<file path="src/rtl/mac_accumulator_if.sv">
// Stream interface of the MAC accumulator: product beats in, saturated dot-product result out.
// The master side is the upstream multiplier together with the result consumer; the slave side is the accumulator.
interface mac_accumulator_if #(
    parameter int PROD_BIT = 32,
    parameter int OUT_BIT  = 32,
    parameter int CNT_BIT  = 16
);
    logic                in_valid;
    logic                in_ready;
    logic [PROD_BIT-1:0] in_prod;
    logic                in_last;
    logic                out_valid;
    logic                out_ready;
    logic [OUT_BIT-1:0]  out_data;
    logic                out_sat;
    logic [CNT_BIT-1:0]  out_count;

    modport master (
        output in_valid, in_prod, in_last, out_ready,
        input  in_ready, out_valid, out_data, out_sat, out_count
    );

    modport slave (
        input  in_valid, in_prod, in_last, out_ready,
        output in_ready, out_valid, out_data, out_sat, out_count
    );
endinterface

</file>
<file path="src/rtl/mac_accumulator.sv">
// Accumulates one vector of signed products into a wide accumulator and presents a
// 32-bit saturated sum, saturation flag and beat count over a valid/ready handshake.
module mac_accumulator #(
    parameter int PROD_BIT = 32,
    parameter int ACC_BIT  = 40,
    parameter int OUT_BIT  = 32,
    parameter int CNT_BIT  = 16
) (
    input  logic               clk,
    input  logic               rst_n,
    input  logic               clear,
    mac_accumulator_if.slave   bus
);
    typedef enum logic [1:0] {IDLE, ACCUM, HOLD} state_t;

    localparam logic signed [ACC_BIT-1:0] ACC_MAX = {1'b0, {(ACC_BIT-1){1'b1}}};
    localparam logic signed [ACC_BIT-1:0] ACC_MIN = {1'b1, {(ACC_BIT-1){1'b0}}};
    localparam logic signed [ACC_BIT-1:0] OUT_MAX_EXT = {{(ACC_BIT-OUT_BIT+1){1'b0}}, {(OUT_BIT-1){1'b1}}};
    localparam logic signed [ACC_BIT-1:0] OUT_MIN_EXT = {{(ACC_BIT-OUT_BIT+1){1'b1}}, {(OUT_BIT-1){1'b0}}};
    localparam logic [OUT_BIT-1:0] OUT_MAX = {1'b0, {(OUT_BIT-1){1'b1}}};
    localparam logic [OUT_BIT-1:0] OUT_MIN = {1'b1, {(OUT_BIT-1){1'b0}}};

    state_t                    state_q, state_d;
    logic signed [ACC_BIT-1:0] acc_q, acc_d;
    logic [CNT_BIT-1:0]        cnt_q, cnt_d;
    logic                      ovf_q, ovf_d;
    logic                      out_valid_q, out_valid_d;
    logic [OUT_BIT-1:0]        out_data_q, out_data_d;
    logic                      out_sat_q, out_sat_d;
    logic [CNT_BIT-1:0]        out_count_q, out_count_d;

    logic signed [ACC_BIT-1:0] prod_ext;
    logic signed [ACC_BIT-1:0] sum;
    logic                      add_ovf;
    logic                      in_ready;
    logic                      beat_fire;

    assign in_ready  = (state_q != HOLD);
    assign beat_fire = bus.in_valid && in_ready;
    assign prod_ext  = {{(ACC_BIT-PROD_BIT){bus.in_prod[PROD_BIT-1]}}, bus.in_prod};
    assign sum       = acc_q + prod_ext;
    // Two's-complement overflow: operands agree in sign but the sum does not.
    assign add_ovf   = (acc_q[ACC_BIT-1] == prod_ext[ACC_BIT-1]) && (sum[ACC_BIT-1] != acc_q[ACC_BIT-1]);

    always_comb begin
        // NOTE: every output of this block gets a default first, so no path can infer a latch.
        state_d     = state_q;
        acc_d       = acc_q;
        cnt_d       = cnt_q;
        ovf_d       = ovf_q;
        out_valid_d = out_valid_q;
        out_data_d  = out_data_q;
        out_sat_d   = out_sat_q;
        out_count_d = out_count_q;

        if (clear) begin
            state_d     = IDLE;
            acc_d       = '0;
            cnt_d       = '0;
            ovf_d       = 1'b0;
            out_valid_d = 1'b0;
            out_data_d  = '0;
            out_sat_d   = 1'b0;
            out_count_d = '0;
        end else begin
            case (state_q)
                IDLE: begin
                    if (beat_fire) begin
                        acc_d   = prod_ext;
                        cnt_d   = CNT_BIT'(1);
                        ovf_d   = 1'b0;
                        state_d = bus.in_last ? HOLD : ACCUM;
                    end
                end
                ACCUM: begin
                    if (beat_fire) begin
                        if (ovf_q) begin
                            acc_d = acc_q;
                        end else if (add_ovf) begin
                            acc_d = prod_ext[ACC_BIT-1] ? ACC_MIN : ACC_MAX;
                            ovf_d = 1'b1;
                        end else begin
                            acc_d = sum;
                        end
                        cnt_d   = (cnt_q == '1) ? cnt_q : cnt_q + CNT_BIT'(1);
                        state_d = bus.in_last ? HOLD : ACCUM;
                    end
                end
                HOLD: begin
                    if (bus.out_ready) begin
                        out_valid_d = 1'b0;
                        state_d     = IDLE;
                    end
                end
                default: state_d = IDLE;
            endcase

            // The result is registered from the freshly updated accumulator on the closing beat.
            if (beat_fire && bus.in_last) begin
                if (acc_d > OUT_MAX_EXT) begin
                    out_data_d = OUT_MAX;
                    out_sat_d  = 1'b1;
                end else if (acc_d < OUT_MIN_EXT) begin
                    out_data_d = OUT_MIN;
                    out_sat_d  = 1'b1;
                end else begin
                    out_data_d = acc_d[OUT_BIT-1:0];
                    out_sat_d  = ovf_d;
                end
                out_count_d = cnt_d;
                out_valid_d = 1'b1;
            end
        end
    end

    // NOTE: state is updated with non-blocking assignments so every flop samples pre-edge values.
    always_ff @(posedge clk or negedge rst_n) begin
        if (!rst_n) begin
            state_q     <= IDLE;
            acc_q       <= '0;
            cnt_q       <= '0;
            ovf_q       <= 1'b0;
            out_valid_q <= 1'b0;
            out_data_q  <= '0;
            out_sat_q   <= 1'b0;
            out_count_q <= '0;
        end else begin
            state_q     <= state_d;
            acc_q       <= acc_d;
            cnt_q       <= cnt_d;
            ovf_q       <= ovf_d;
            out_valid_q <= out_valid_d;
            out_data_q  <= out_data_d;
            out_sat_q   <= out_sat_d;
            out_count_q <= out_count_d;
        end
    end

    assign bus.in_ready  = in_ready;
    assign bus.out_valid = out_valid_q;
    assign bus.out_data  = out_data_q;
    assign bus.out_sat   = out_sat_q;
    assign bus.out_count = out_count_q;
endmodule

</file>
<file path="src/flat_wrapper.sv">
// flat-port wrapper written by rule: the top's interface ports become plain ports
module mac_accumulator_flat 
#(
    parameter int PROD_BIT = 32,
    parameter int ACC_BIT  = 40,
    parameter int OUT_BIT  = 32,
    parameter int CNT_BIT  = 16
)
  (clk, rst_n, clear, bus_in_valid, bus_in_prod, bus_in_last, bus_out_ready, bus_in_ready, bus_out_valid, bus_out_data, bus_out_sat, bus_out_count);
  mac_accumulator_if #(.PROD_BIT(PROD_BIT), .OUT_BIT(OUT_BIT), .CNT_BIT(CNT_BIT)) bus_i ();
  input  logic clk;
  input  logic rst_n;
  input  logic clear;
  input wire logic [$bits(bus_i.in_valid)-1:0] bus_in_valid;
  input wire logic [$bits(bus_i.in_prod)-1:0] bus_in_prod;
  input wire logic [$bits(bus_i.in_last)-1:0] bus_in_last;
  input wire logic [$bits(bus_i.out_ready)-1:0] bus_out_ready;
  output wire logic [$bits(bus_i.in_ready)-1:0] bus_in_ready;
  output wire logic [$bits(bus_i.out_valid)-1:0] bus_out_valid;
  output wire logic [$bits(bus_i.out_data)-1:0] bus_out_data;
  output wire logic [$bits(bus_i.out_sat)-1:0] bus_out_sat;
  output wire logic [$bits(bus_i.out_count)-1:0] bus_out_count;
  assign bus_i.in_valid = bus_in_valid;
  assign bus_i.in_prod = bus_in_prod;
  assign bus_i.in_last = bus_in_last;
  assign bus_i.out_ready = bus_out_ready;
  assign bus_in_ready = bus_i.in_ready;
  assign bus_out_valid = bus_i.out_valid;
  assign bus_out_data = bus_i.out_data;
  assign bus_out_sat = bus_i.out_sat;
  assign bus_out_count = bus_i.out_count;
  mac_accumulator #(.PROD_BIT(PROD_BIT), .ACC_BIT(ACC_BIT), .OUT_BIT(OUT_BIT), .CNT_BIT(CNT_BIT)) u_core (.clk(clk), .rst_n(rst_n), .clear(clear), .bus(bus_i));
endmodule
</file>
<file path="config.mk">
export PLATFORM = sky130hd
export DESIGN_NAME = mac_accumulator_flat
export DESIGN_NICKNAME = d
export VERILOG_FILES = /design/src/rtl/mac_accumulator_if.sv /design/src/rtl/mac_accumulator.sv /design/src/flat_wrapper.sv
export SDC_FILE = /design/constraint.sdc
export NUM_CORES = 1
export LEC_CHECK = 0
export BUFFER_PORTS_ARGS = -buffer_cell sky130_fd_sc_hd__clkbuf_2
export CORE_ASPECT_RATIO = 0.6
export CORE_MARGIN = 5
export CORE_UTILIZATION = 41
export DETAILED_ROUTE_END_ITERATION = 8
export PLACE_DENSITY = 0.69
export SETUP_SLACK_MARGIN = 0.5
export SLEW_MARGIN = 20
export SYNTH_ARGS = -nofsm -noshare
export SYNTH_HDL_FRONTEND = slang
export SYNTH_SLANG_ARGS = --single-unit
</file>
<file path="constraint.sdc">
create_clock -name clk -period 4.9 [get_ports clk]
set_input_delay 0.98 -clock clk [delete_from_list [all_inputs] [get_ports clk]]
set_output_delay 0.98 -clock clk [all_outputs]
set_load 0.02 [all_outputs]
</file>
Yosys cells after proc, flatten, opt, wreduce, memory -nomap -nowiden
Cells that the tools add are included.
Widths: inputs -> output; s select.
{"block": "classes", "addsub": 2, "n_mul": 0, "div_mod_pow": 0, "magnitude_cmp": 2, "eq_ne": 8, "shifts": 0, "n_mux": 38, "n_bitwise": 0, "n_reduce_logical": 10}
{"cell": "$mux 40", "n": 7}
{"cell": "$mux 32", "n": 4}
{"cell": "$mux 16", "n": 6}
{"cell": "$pmux 40 s2", "n": 1}
{"cell": "$add 40x32->40", "n": 1}
{"cell": "$gt 40x32->1 const B", "n": 1}
{"cell": "$lt 40x32->1 const B", "n": 1}
{"cell": "$pmux 16 s2", "n": 1}
{"cell": "$add 16x1->16 const B", "n": 1}
{"cell": "$eq 16x16->1 const B", "n": 1}
{"cell": "$mux 1", "n": 13}
{"cell": "$mux 2", "n": 4}
{"cell": "$reduce_bool 3->1", "n": 2}
{"cell": "$pmux 2 s2", "n": 1}
{"cell": "$reduce_and 2->1", "n": 2}
{"cell": "$logic_and 1x1->1", "n": 3}
{"cell": "$ne 3x1->1 const B", "n": 1}
{"cell": "$ne 3x3->1 const B", "n": 1}
{"cell": "$eq 2x1->1 const B", "n": 1}
{"cell": "$eq 2x2->1 const B", "n": 1}
{"cell": "$logic_not 2->1", "n": 1}
{"cell": "$ne 2x2->1 const B", "n": 1}
{"cell": "$pmux 1 s2", "n": 1}
{"cell": "$reduce_bool 2->1", "n": 1}
{"cell": "other kinds (3)", "n": 3}
{"block": "word_totals", "regBits": 109, "latch_bits": 0, "ram_bits": 0, "romBits": 0, "input_bits": 38, "out_inout_bits": 51, "elab_cells": 68, "n_memories": 0}

Logic depth before layout (Yosys ltp)
Gate-level depths: netlist of the first run.
{"block": "depth", "depth_word": 13, "depth_mapped": 23, "ltp_nobuf": 21}

Least setup slack after synthesis of the first run
No wires, ideal clock.
{"block": "synth_timing", "path_kind": "in2reg", "start": "input bus_in_prod[13]", "end": "register u_core.out_data_q[25] (netlist: u_core.bus.out_data[25])", "arrival_time_ns": 5.226, "t_required_ns": 4.758, "path_slack_ns": -0.469, "path_stages": 22, "n_path_buf": 1, "cell_sequence": "ha_1 nand2_1 nor2_1 a221oi_2 o31ai_4 a31oi_4 o21a_1 o21bai_1 a21oi_1 fa_1 and3_1 nor2_1 nand2_1 a21oi_1 nand2_1 mux2_2 nand2_1 nand2_1 or4_4 buf_6 a21oi_1 a211oi_2"}
{"block": "synth_between", "elab_chain_cells": 13, "elab_cells_between_ends": 15}
{"item": "from (decl)", "line_no": "flat_wrapper.sv:15", "source": "input wire logic [$bits(bus_i.in_prod)-1:0] bus_in_prod;"}
{"item": "$add 40x32->40", "line_no": "mac_accumulator.sv:41", "source": "assign sum = acc_q + prod_ext;"}
{"item": "$ne 1x1->1", "line_no": "mac_accumulator.sv:43", "source": "assign add_ovf = (acc_q[ACC_BIT-1] == prod_ext[ACC_BIT-1]) && (sum[ACC_BIT-1] != acc_q[ACC_BIT-1]);"}
{"item": "$logic_and 1x1->1", "line_no": "mac_accumulator.sv:43"}
{"item": "$mux 40", "line_no": "mac_accumulator.sv:79", "source": "end else if (add_ovf) begin"}
{"item": "$mux 40", "line_no": "mac_accumulator.sv:77", "source": "if (ovf_q) begin"}
{"item": "$mux 40", "line_no": "mac_accumulator.sv:76", "source": "if (beat_fire) begin"}
{"item": "$pmux 40 s2 (*)", "line_no": "mac_accumulator.sv:66", "source": "case (state_q)"}
{"item": "$mux 40 (*)", "line_no": "mac_accumulator.sv:56", "source": "if (clear) begin"}
{"item": "$lt 40x32->1", "line_no": "mac_accumulator.sv:103", "source": "end else if (acc_d < OUT_MIN_EXT) begin"}
{"item": "$mux 32", "line_no": "mac_accumulator.sv:103"}
{"item": "$mux 32 (*)", "line_no": "mac_accumulator.sv:100", "source": "if (acc_d > OUT_MAX_EXT) begin"}
{"item": "$mux 32 (*)", "line_no": "mac_accumulator.sv:99", "source": "if (beat_fire && bus.in_last) begin"}
{"item": "$mux 32 (*)", "line_no": "mac_accumulator.sv:56"}
{"item": "to (signal assigned)", "line_no": "mac_accumulator.sv:133", "source": "out_data_q <= out_data_d;"}
{"item": "to (decl)", "line_no": "mac_accumulator.sv:28", "source": "logic [OUT_BIT-1:0] out_data_q, out_data_d;"}
Mark *: on every way between the ends. The rest lies on a longest branch, timed or not. The select of a mux whose other input is x is not followed.
A chain may end at the register's enable or synchronous reset.

Worst setup path in the final report of the first run
{"block": "layout_timing", "start": "input bus_in_prod[6]", "end": "register u_core.out_data_q[5] (netlist: u_core.bus.out_data[5])"}
The elaborated chain is that of the path after synthesis.

==> results.cfg, run 1 <==
[timing]
finClkSkew_ps = 13.80
max_freq_mhz = 189.7
setup_viol = 32
maxSlewHeadroom_pct = 27.65
post-route-period-util_pct = 107.6
rsz0062_at_grt = yes
fin_ws_ps = -371.8
period_needed_ps = 5272
tightest_slew_ps = 1078
final_max_slew_viol_count = 0
finalHoldViolCount = 0

[setup_path]
start_kind = input pin
crit_type = input pin to flip-flop
cp_cell_sequence = clkbuf_2 > ha_1 > o211ai_1 > nor2_1 > nand2_2 > o31ai_4 > a31oi_4 > o21a_1 > o21bai_1 > a21oi_2 > fa_2 > and3_4 > nor2_4 > nand2_4 > buf_6 > a21oi_4 > nand2_1 > mux2_4 > nand2_4 > nand2_2 > or4_4 > buf_8 > a21oi_4 > a211oi_2
cp.arrival_ps = 5490
worstSetupEndpointType = flip-flop
worstPathRequired_ps = 5120
critPathLaunch = bus_in_prod[6]
crit_slowest_cell = or4_4
endpoint = u_core.bus.out_data[5]
r2r-end = u_core.bus.out_data[5]
rr_startpoint = u_core.acc_q[3]
crit_path_max_incr_delay_ps = 630
reg2reg_depth = 23
cp_num_buf_inv = 3
crit_path_max_fanout = 6
reg2reg_setup_slack_ps = -150
path_depth = 24
cp_top_family = simple AND/OR/NAND/NOR gates

[detailed_routing]
drt.antenna.violating_nets = 0
via_per_inst = 5.953
detail_route.first_pass.iterations = 6
drt_iter0_markers = 1059
drcViolationCount = 0
vias = 9192
wl_per_cell_um = 20.82
routed_wl_um = 32150

[finish]
instances_no_fill = 1544
num-nets-final = 1346
antenna-diode-count = 0
area_growth_pct = 35.38
drive_gt1_share_pct = 33.36

[power]
power_density_mw_per_mm2 = 287.0
power_mw = 3.284
ir_drop_v = 0.0002055
p_leak_nw = 5.119

[clock_tree]
ctsLongestPathBuffers = 2
h-tree-depth = 3
numCtsBuffers = 9
worst_skew_pair.late_latency_ps = 370
postCtsHoldBufs = 0
clkTransAtPathRegs_ps = 70
root_buffer = clkbuf_16
clock_sinks = 109
tritoncts = built

[synth]
syn_inst = 1030
async_reset_ff_share_pct = 100.0
syn-num-nets = 1110
avgSynthCellArea_um2 = 8.206
yosys.cell_types.count = 73
synth_seq_cells = 109
synth_area_leader_cell = dfrtp_1
synth-main-ff-cell = dfrtp_1
synth-edff-count = 0
synth_top_area_share_pct = 32.27
syn_area_mm2 = 0.008452
yosysSeqAreaShare_pct = 32.27
ys_warn_count = 0
synth_area_leaders = dfrtp_1, nand2_1, a21oi_1, ha_1, o21ai_0

[worst_hold_path]
hp-class = flip-flop to flip-flop
hp-start = u_core.bus.out_count[9]

[job]
drv_cap = 0

[global_route]
grt_max_degree = 64
grt_pass1_wl_um = 50030
grt_overflow_total = 0
grt_pass1_vias = 8797
antenna_found_initial = 0
grtUsageTotal_pct = 26.56

[die]
fp.coreArea_mm2 = 0.02012
fp-row-count = 40
die-area_mm2 = 0.02368
die_w_um = 195.4
die_y_um = 121.2
start_util_pct = 42.01
num_io_pins = 89

[placed_design]
hpwlAfterDp_um = 23520
port_buffers = 88
dp_cells = 1508
gp_congestion = 0.9945

[run_status]
violations = setup timing
outcome = finished with violations
metrics by stage:
step | cell area, um^2 | setup WS, ps | hold WS, ps | util [%] | TNS [ps]
final | 11440 | -371.8 | 512.3 | 56.87 | -11250
after global routing | 11440 | -553.5 | 542.2 | 56.87 | -16930
after CTS | 11070 | -261.8 | 513.9 | 55.03 | -7741
after detailed placement | 10560 | -738.1 | 493.2 | 52.49 | -24350
after global placement | 10560 | -677.3 | 492.6 | 52.49 | -21650
after floorplan | 8726 | -224.9 | 492.6 | - | -6908
how the worst min path moves through the flow:
stage | endpoint | slack, ps | depth (start not counted)
floorplan | u_core.cnt_q[0] | 490 | 1
global placement | u_core.bus.out_count[5] | 490 | 2
detailed placement | u_core.bus.out_count[5] | 490 | 2
CTS | u_core.bus.out_count[5] | 510 | 2
global route | u_core.bus.out_count[3] | 540 | 2
finish | u_core.bus.out_count[9] | 510 | 2
sequential cells by signal (all words and copies together), names as in the netlist:
signal / count
u_core.cnt_q: 16
u_core.bus.out_count: 16
u_core.ovf_q: 1
u_core.bus.out_sat: 1
u_core.bus.out_data: 32
u_core.state_q: 2
u_core.bus.out_valid: 1
u_core.acc_q: 40
synth_stat cells (16+ instances only):
master,n
nand2_1,151
a21oi_1,109
dfrtp_1,109
nor2_1,90
o21ai_0,77
clkbuf_1,43
ha_1,40
a221oi_2,21
nor3_1,20
o22ai_1,18
nand3_1,17
and2_1,16
nor2b_1,16
cells in the final DEF (no fill, tap or decap), types with 12 or more instances in the layout:
cell / count
buf_4: 186
o211ai_1: 13
o21ai_0: 64
clkbuf_2: 83
o21ai_1: 23
ha_1: 30
and2_1: 16
xnor2_1: 15
nor2_1: 89
o22ai_1: 17
nor3_1: 18
nor2b_1: 16
a21oi_2: 17
inv_1: 13
nand3_1: 15
xor2_1: 15
dfrtp_1: 108
nand2_1: 144
a221oi_2: 21
a211oi_2: 12
a21oi_1: 94
routing by layer:
layer / vias to the layer above / track usage (%) / share of wire [%]
met2: 445 / 38.47 / 42
met5: - / 0 / 0
met3: 26 / 6.354 / 9.4
met4: 0 / 4.969 / 1.3
li1: 4287 / - / -
met1: 4434 / 40.33 / 47
repair_timing:
action / 4_1_cts / 5_1_grt
gates cloned: 0 / 3
gates resized for setup: 32 / 47
setup endpoints to repair: 52 / 62
pin swaps: 7 / 20
buffers inserted: 7 / 10
cell families after synthesis:
group	share of synthesized area, %
XOR/XNOR	3.109
adder cells (fa/ha/maj)	6.395
multiplexers	1.688
AND/OR/NAND/NOR	20.71
flip-flops	32.27
AO/OA/AOI/OAI	31.77
buffers and inverters	4.056
final cells by class:
class	count	area (um^2)
timing repair buffer	287	2092
inverter	16	60.06
clock inverter	6	68.82
tap	273	341.6
sequential	109	2729
clock buffer	10	239.0
multi-input combinational	843	5912
fill	1854	8677
worst register-to-register path, cell delays in order (launching register included):
cell and delay (ps):
dfrtp_1 460, ha_4 300, o211ai_1 120, o211ai_2 240
nand2_2 110, o31ai_4 390, a31oi_4 140, o21a_1 210
o21bai_1 180, a21oi_2 90, fa_2 480, and3_4 210
nor2_4 130, nand2_4 80, buf_6 160, a21oi_4 130
nand2_1 70, mux2_4 280, nand2_4 80, nand2_2 50
or4_4 630, buf_8 200, a21oi_4 130, a211oi_2 40
report_power, final:
part	switching (mW)	internal, mW	leakage, nW
clock	0.378	0.416	0.150
combinational	0.838	0.633	3.49
sequential	0.0631	0.955	1.48
total	1.28	2.00	5.12
Power figures use the tool's default switching activity.
==> run 2: changes to the inputs <==
ABC_AREA = 1   (was unset)
==> results.cfg, run 2 <==
[clock_tree]
ctsLongestPathBuffers = 2
h-tree-depth = 3
numCtsBuffers = 9
root_buffer = clkbuf_16
worst_skew_pair.late_latency_ps = 370
clock_sinks = 109
clkTransAtPathRegs_ps = 70
tritoncts = built

[timing]
finalHoldViolCount = 0
fin_setup_tns_ps = 0
post-route-period-util_pct = 86.67
rsz0062_at_grt = no
tightest_slew_ps = 805.9
max_freq_mhz = 235.5
maxSlewHeadroom_pct = 46.27
setup_viol = 0
final_max_slew_viol_count = 0
period_needed_ps = 4247
finClkSkew_ps = 12.77

[synth]
yosys.cell_types.count = 50
yosysSeqAreaShare_pct = 29.71
syn_inst = 1479
synth-edff-count = 0
synth_area_leader_cell = dfrtp_1
async_reset_ff_share_pct = 100.0
yosysMostFrequentCell = nand2_1
syn_area_mm2 = 0.009181
avgSynthCellArea_um2 = 6.208
ys_warn_count = 0
syn-num-nets = 1559
synth_seq_cells = 109
ys_top_cells_by_count = nand2_1, inv_1, nor2_1, a21oi_1, dfrtp_1
synth-main-ff-cell = dfrtp_1
synth_area_leaders = dfrtp_1, nand2_1, inv_1, a21oi_1, nor2_1
synth_top_area_share_pct = 29.71

[global_route]
grt_overflow_total = 0
grt_pass1_vias = 8937
gr-max-usage-layer = met1
grtUsageMet3_pct = 8.145
use_met2_pct = 32.42
antenna_found_initial = 0
grt_max_degree = 58
grtUsageTotal_pct = 25.57
met1_usage_pct = 40.77
grt_pass1_wl_um = 51430

[setup_path]
endpoint = u_core.bus.out_data[30]
start_kind = input pin
path_depth = 27
cp.arrival_ps = 4500
cp_top_family = simple AND/OR/NAND/NOR gates
crit_type = input pin to flip-flop
crit_path_max_incr_delay_ps = 480
worstSetupEndpointType = flip-flop
r2r-end = u_core.bus.out_data[30]
crit_path_max_fanout = 8
path_common_cell = nand2_1
crit_slowest_cell = fa_1
cp_num_buf_inv = 3
reg2reg_depth = 26
worstPathRequired_ps = 5150
reg2reg_setup_slack_ps = 940
critPathLaunch = bus_in_prod[17]
rr_startpoint = u_core.acc_q[4]

[power]
p_leak_nw = 5.830
ir_drop_v = 0.0002018
power.share.combinational_pct = 44.8
sequentialPowerShare_pct = 31.5
power_density_mw_per_mm2 = 315.5
p_switching_mw = 1.475
power_mw = 3.478
power.internal_mw = 2.003
switching_share_pct = 42.42
clkPwrFrac_pct = 23.7

[die]
num_io_pins = 89
die-area_mm2 = 0.02558
fp-row-count = 42
die_y_um = 125.9
fp.coreArea_mm2 = 0.02202
die_w_um = 203.2
start_util_pct = 41.70

[detailed_routing]
via_per_inst = 5.463
drt.antenna.violating_nets = 0
drcViolationCount = 0
drt_iter0_markers = 1059
routed_wl_um = 34310
vias = 10221
wl_per_cell_um = 18.34
detail_route.first_pass.iterations = 6

[finish]
largest_register_ffs = 40
num-nets-final = 1660
area_growth_pct = 20.06
instances_no_fill = 1871
utilization_pct = 50.06
fillCellCount = 2168
final_cell_mix = nand2_1, inv_1, nor2_1
drive_gt1_share_pct = 16.28
layout_commonest_cell = nand2_1
antenna-diode-count = 0
regMostFlops = u_core.acc_q

[placed_design]
hpwlAfterDp_um = 25540
port_buffers = 88
dp_cells = 1844
gp_congestion = 1.006

[run_status]
outcome = completed

[worst_hold_path]
hp-class = flip-flop to flip-flop

[job]
drv_cap = 0
[run 2: cell count changes in the layout (fill, tap and decap cells not counted), moves of 15 or more]
cell | previous run | this run
buf_4 | 186 | 48
inv_1 | 13 | 215
nand3_1 | 15 | 88
nor2b_1 | 16 | 0
o22ai_1 | 17 | 2
a221oi_2 | 21 | 0
ha_1 | 30 | 10
o21ai_0 | 64 | 80
o21ai_1 | 23 | 1
a21oi_1 | 94 | 109
nand2_1 | 144 | 480
ha_4 | 9 | 24
nand2_2 | 2 | 25
nor2_1 | 89 | 131
[run 2: kinds of logic (layout without fill, tap and decap cells)]
family,count (synthesis),count (layout),share of synthesized area (%)
simple gates,782,785,35.20
buf+inv,276,379,11.96
compound gates,254,254,15.71
flops,109,109,29.71
fa+ha+maj,42,42,5.887
xor+xnor,16,16,1.526
[run 2: metal layers]
metal / wire length, um / share of wire [%]
met2: 12850 / 37
met4: 766 / 2.2
met5: 0 / 0
met3: 4091 / 12
met1: 16600 / 48
[run 2: power by group through the flow]
stage / logic, mW / clock network, mW / registers [mW]
2_1_floorplan: 0.863 / 0 / 1.12
3_3_place_gp: 1.37 / 0 / 1.09
3_5_place_dp: 1.37 / 0 / 1.10
4_1_cts: 1.38 / 0.844 / 1.08
5_1_grt: 1.71 / 0.872 / 1.11
6_report: 1.56 / 0.825 / 1.09
[run 2: final cells by class]
type | instances | area (um^2) | area share, %
Clock buffer | 11 | 242.7 | 2.202
Clock inverter | 5 | 82.58 | 0.7491
Multi-Input combinational cell | 1097 | 5898 | 53.51
Tap cell | 286 | 357.8 | 3.246
Inverter | 225 | 853.3 | 7.741
Timing Repair Buffer | 138 | 860.8 | 7.809
Sequential cell | 109 | 2728 | 24.74
[run 2: worst min-delay path by stage]
stage / start / to / cells past startpoint
global route: u_core.bus.out_data[11] / u_core.bus.out_data[11] / 2
floorplan: u_core.acc_q[15] / u_core.acc_q[15] / 2
CTS: u_core.bus.out_data[15] / u_core.bus.out_data[15] / 2
finish: u_core.bus.out_data[6] / u_core.bus.out_data[6] / 2
detailed placement: u_core.bus.out_data[1] / u_core.bus.out_data[1] / 2
global placement: u_core.bus.out_count[11] / u_core.bus.out_count[11] / 2
[run 2: tightest hold or removal path, cell delays in order, from the launching register on]
cell,delay [ps]
dfrtp_1,340
nand2_1,60
nand2_1,50
[run 2: through the flow]
stage               hold slack, ps  area [um^2]  setup slack, ps
finish                       480.6        11020            653.3
global route                 510.7        11020            453.7
CTS                          488.7        10410            495.6
detailed placement           470.5        10080            105.9
global placement             466.0        10080            147.8
floorplan                    554.0         9181            842.2
[run 2: timing repair]
| action | in CTS | in global routing |
|---|---|---|
| gates resized for setup | 2 | 88 |
| setup endpoints to repair | 9 | 52 |
| cloned | 0 | 4 |
| buffers inserted | 0 | 7 |
| pin swaps | 0 | 22 |
| hold buffers | 0 | 0 |
